**src/rtl/axis_spi_flash_reader.sv**
```systemverilog
// axis_spi_flash_reader: sequences a SPI flash read (opcode, address, dummy bytes) through a
// byte-wide SPI bridge and forwards the data-phase responses as an AXI-Stream packet.
module axis_spi_flash_reader #(
    parameter logic [7:0] CMD_BYTE        = 8'h03,
    parameter int         ADDR_BYTES      = 3,
    parameter int         LEN_WIDTH       = 16,
    parameter int         CS_SETUP_CYCLES = 2,
    parameter int         CS_HOLD_CYCLES  = 2,
    parameter int         CS_IDLE_CYCLES  = 4
) (
    input  logic                    clk,
    input  logic                    sresetn,
    input  logic                    req_valid,
    output logic                    req_ready,
    input  logic [8*ADDR_BYTES-1:0] req_addr,
    input  logic [LEN_WIDTH-1:0]    req_len,
    output logic                    spi_i_tvalid,
    input  logic                    spi_i_tready,
    output logic [7:0]              spi_i_tdata,
    input  logic                    spi_o_tvalid,
    output logic                    spi_o_tready,
    input  logic [7:0]              spi_o_tdata,
    output logic                    m_tvalid,
    input  logic                    m_tready,
    output logic [7:0]              m_tdata,
    output logic                    m_tlast,
    output logic                    csn
);
    localparam int MAXC = (CS_SETUP_CYCLES > CS_HOLD_CYCLES ? CS_SETUP_CYCLES : CS_HOLD_CYCLES) > CS_IDLE_CYCLES ?
                          (CS_SETUP_CYCLES > CS_HOLD_CYCLES ? CS_SETUP_CYCLES : CS_HOLD_CYCLES) : CS_IDLE_CYCLES;
    localparam int CW = $clog2(MAXC + 1);
    localparam int HW = 8 * (ADDR_BYTES + 1);
    localparam logic [CW-1:0] SU_LAST = CW'(CS_SETUP_CYCLES - 1);
    localparam logic [CW-1:0] HO_LAST = CW'(CS_HOLD_CYCLES - 1);
    localparam logic [CW-1:0] ID_LAST = CW'(CS_IDLE_CYCLES - 1);

    typedef enum logic [2:0] {S_IDLE, S_SETUP, S_HDR, S_HDR_RSP, S_DATA, S_DATA_RSP, S_HOLD, S_GAP} state_t;

    state_t                r_state, w_next;
    logic [HW-1:0]         r_hdr;
    logic [LEN_WIDTH-1:0]  r_rem;
    logic [2:0]            r_hdr_idx;
    logic [CW-1:0]         r_cnt;
    logic                  r_csn;
    logic                  w_cnt_done;

    assign csn = r_csn;
    assign w_cnt_done = r_cnt == (r_state == S_SETUP ? SU_LAST : r_state == S_HOLD ? HO_LAST : ID_LAST);

    always_comb begin
        w_next       = r_state;
        req_ready    = 1'b0;
        spi_i_tvalid = 1'b0;
        spi_i_tdata  = 8'h00;
        spi_o_tready = 1'b0;
        m_tvalid     = 1'b0;
        m_tdata      = 8'h00;
        m_tlast      = 1'b0;
        unique case (r_state)
            S_IDLE: begin
                req_ready = 1'b1;
                w_next    = req_valid ? S_SETUP : S_IDLE;
            end
            S_SETUP: w_next = w_cnt_done ? S_HDR : S_SETUP;
            S_HDR: begin
                spi_i_tvalid = 1'b1;
                spi_i_tdata  = r_hdr[HW-1 -: 8];
                w_next       = spi_i_tready ? S_HDR_RSP : S_HDR;
            end
            S_HDR_RSP: begin
                spi_o_tready = 1'b1;
                w_next       = !spi_o_tvalid ? S_HDR_RSP : (r_hdr_idx == 3'(ADDR_BYTES)) ? S_DATA : S_HDR;
            end
            S_DATA: begin
                spi_i_tvalid = 1'b1;
                w_next       = spi_i_tready ? S_DATA_RSP : S_DATA;
            end
            // Backpressure passes straight to the bridge so it stalls rather than drops data
            S_DATA_RSP: begin
                m_tvalid     = spi_o_tvalid;
                m_tdata      = spi_o_tdata;
                m_tlast      = r_rem == '0;
                spi_o_tready = m_tready;
                w_next       = !(spi_o_tvalid && m_tready) ? S_DATA_RSP : (r_rem == '0) ? S_HOLD : S_DATA;
            end
            S_HOLD:  w_next = w_cnt_done ? S_GAP : S_HOLD;
            S_GAP:   w_next = w_cnt_done ? S_IDLE : S_GAP;
            default: w_next = S_IDLE;
        endcase
    end

    always_ff @(posedge clk) begin
        if (!sresetn) begin
            r_state   <= S_IDLE;
            r_csn     <= 1'b1;
            r_hdr     <= '0;
            r_rem     <= '0;
            r_hdr_idx <= '0;
            r_cnt     <= '0;
        end else begin
            r_state <= w_next;
            r_cnt   <= (w_next == r_state) ? r_cnt + 1'b1 : '0;
            if (r_state == S_IDLE && req_valid) begin
                r_hdr     <= {CMD_BYTE, req_addr};
                r_rem     <= req_len;
                r_hdr_idx <= '0;
                r_csn     <= 1'b0;
            end
            if (r_state == S_HDR_RSP && spi_o_tvalid) begin
                r_hdr_idx <= r_hdr_idx + 1'b1;
                r_hdr     <= r_hdr << 8;
            end
            if (r_state == S_DATA_RSP && spi_o_tvalid && m_tready && r_rem != '0)
                r_rem <= r_rem - 1'b1;
            if (r_state == S_HOLD && w_cnt_done)
                r_csn <= 1'b1;
        end
    end
endmodule

```
**config.mk**
```make
export PLATFORM = sky130hd
export DESIGN_NAME = axis_spi_flash_reader
export DESIGN_NICKNAME = d
export VERILOG_FILES = /design/src/rtl/axis_spi_flash_reader.sv
export SDC_FILE = /design/constraint.sdc
export NUM_CORES = 1
export LEC_CHECK = 0
export ABC_AREA = 1
export CAP_MARGIN = 10
export CORE_UTILIZATION = 55
export CTS_BUF_LIST = sky130_fd_sc_hd__clkbuf_8
export DETAILED_ROUTE_END_ITERATION = 10
export GPL_ROUTABILITY_DRIVEN = 0
export PLACE_DENSITY = 0.95
export SLEW_MARGIN = 20
export SYNTH_ARGS = -nofsm -noshare
export SYNTH_HDL_FRONTEND = slang
export SYNTH_SLANG_ARGS = --single-unit
```
**constraint.sdc**
```tcl
create_clock -name clk -period 2.84 [get_ports clk]
set_clock_uncertainty 0.05 [all_clocks]
set_input_delay 0.426 -clock clk [delete_from_list [all_inputs] [get_ports clk]]
set_output_delay 0.426 -clock clk [all_outputs]
set_load 0.005 [all_outputs]
```
==> results_dict.tcl <==
set metrics [dict create \
    cts_max_level 3 \
    cp.required_ps 2360 \
    antenna_found_initial 0 \
    cts_setup_buffers 0 \
    ys.flop_type "dfxtp_1" \
    fin_hold_ws_ps 412 \
    grt-ovfl-total 0 \
    fp-row-count 26 \
    diodes 0 \
    yosysWarningCount 0 \
    drv_cap 0 \
    status "complete, no violations" \
    final_area_um2 4020 \
    drt_wl_total_um 7990 \
    clk_latency_ps 340 \
    synth_top_area_share 0.379 \
    grt_usage 0.281 \
    cts_resized 0 \
    ioPinCount 76 \
    rsz0062_at_grt "false" \
    power.density_nw_per_um2 540 \
    peakVddDrop_mv 0.684 \
    synth.top_cells.by_count "nand2_1 (118), nor2_1 (68), dfxtp_1 (58)" \
    slew_viol_final 0 \
    grt_pass1_wl_um 13300 \
    hold_viol 0 \
    synth.area.top_cells "dfxtp_1 (38%), nand2_1 (14%), nor2_1 (8.3%)" \
    clock_path_buffers 2 \
    die_y_um 76.7 \
    drtPass1Iterations 7 \
    postSynth.asyncResetShare 0 \
    drtAntennaViolNets 0 \
    start_kind "register" \
    p_leak_nw 1.65 \
    syn_inst 452 \
    path_clk_slew_ps 60 \
    yosys_register_bits 58 \
    drive_above_1_share 0.0741 \
    hpwl_um 5560 \
    syn_to_final_growth_pct 31.0 \
    ys_seq_area_frac 0.379 \
    tns_ps 0 \
    vias 3260 \
    relSlewSlack 0.629 \
    critPathMaxFanout 4 \
    vias_per_cell 5.47 \
    cts_buffers 9 \
    max_freq_mhz 413 \
    setup_violations 0 \
    tightest_slew_ps 556 \
    end_kind "output port" \
    synth_cell_types 30 \
    cts-root-buf "clkbuf_8" \
    detailed_place.area_um2 3800 \
    synth_edf_count 0 \
    finalCritPeriodShare 0.853 \
    syn_avg_cell_area_um2 6.78 \
    numClockSinks 58 \
    power_mw 2.17 \
    grt_max_degree 34 \
    hp-class "register to register" \
    die-width_um 76.7 \
    drtIter0Drc 230 \
    synth_most_common_cell "nand2_1" \
    yosys.area.top_type "dfxtp_1" \
    first_global_vias 3060 \
    finalCriticalPeriod_ps 2420 \
    die_area_um2 5880 \
    portBuffers 75 \
    initial_core_util 0.585 \
    holdBufCountCts 0 \
    wire_per_inst_um 13.4 \
    cts_tree "built" \
    synthesis.area_um2 3070 \
    core_area_um2 5240 \
    drc 0 \
    critPathArrivalTime_ps 1950 \
    fin_nets 580 \
    crit_type "register to output port" \
    synth_nets 511 \
    fill_cells 367 \
]
-- path summary, 6_finish.rpt --
kind	start	to	slack, ps	cells past startpoint
worst max-delay path	r_rem[0]$_SDFFE_PN0P_	m_tlast	420	5
worst min-delay path	r_hdr[5]$_SDFFE_PP0P_	r_hdr[5]$_SDFFE_PP0P_	410	2
worst max register to register	r_state[0]$_SDFF_PN0_	r_hdr[14]$_SDFFE_PN0P_	750	7
worst min register to register	r_hdr[5]$_SDFFE_PP0P_	r_hdr[5]$_SDFFE_PP0P_	410	2
-- routing by layer --
metal	global-route usage	part of all wire
met1	0.313	0.42
met2	0.504	0.49
met3	0.0583	0.068
met4	0.144	0.028
met5	0	0
-- placed cells by master (no fill, tap or decap), drive strengths merged --
cell,Yosys,layout
o21ai,25,25
buf,9,1
bufinv,0,2
nand4,4,4
clkinvlp,0,1
xnor2,2,2
nand3b,2,2
a221oi,7,7
nor2,73,73
clkinv,0,2
clkbuf,9,10
clkdlybuf4s50,0,75
xor2,7,7
inv,58,59
a31oi,14,14
nand2,120,120
or2,1,1
nor3b,1,1
a21oi,34,34
o21a,1,1
nor3,4,4
ha,5,5
o22ai,1,1
nand3,17,17
dfxtp,58,58
-- power by group --
| group | internal [mW] | switching, mW | total, mW |
|---|---|---|---|
| sequential | 0.872 | 0.0435 | 0.915 |
| combinational | 0.183 | 0.241 | 0.424 |
| clock | 0.511 | 0.318 | 0.829 |
-- sequential cells by signal, summed over array words and instances, names as in the netlist --
name       cells
r_hdr         32
r_rem         16
r_cnt          3
r_hdr_idx      3
r_state        3
csn            1
-- worst max-delay path: stages, from the launching register on --
cell and delay, ps:
dfxtp_1 330, inv_1 120, ha_1 220, nand4_1 200, nor3_1 220, clkdlybuf4s50_1 530
-- final cells by class --
cell class,count,area (um^2),area share
inverters,58,218,0.0542
flip-flops and latches,58,1160,0.289
clock inverters,6,81.3,0.0203
repair buffers,76,758,0.189
clock buffers,10,138,0.0343
multi-input cells,318,1570,0.391
well taps,70,87.6,0.0218
-- stage by stage --
stage / instances / utilization / worst slack, ps
3_5_place_dp: 580 / 0.725 / 535
5_1_grt: 596 / 0.767 / 337
3_3_place_gp: 580 / 0.725 / 616
2_1_floorplan: 452 / - / 1290
4_1_cts: 596 / 0.767 / 402
6_report: 596 / 0.767 / 416
-- logic make-up after synthesis --
group	Yosys count	synth area share
adder cells (fa/ha/maj)	5	0.0204
buffers and inverters	76	0.109
AO/OA/AOI/OAI	82	0.166
XOR/XNOR	9	0.0257
flip-flops	58	0.379
AND/OR/NAND/NOR	222	0.300
Note: power is estimated with default switching activity, not from simulation.
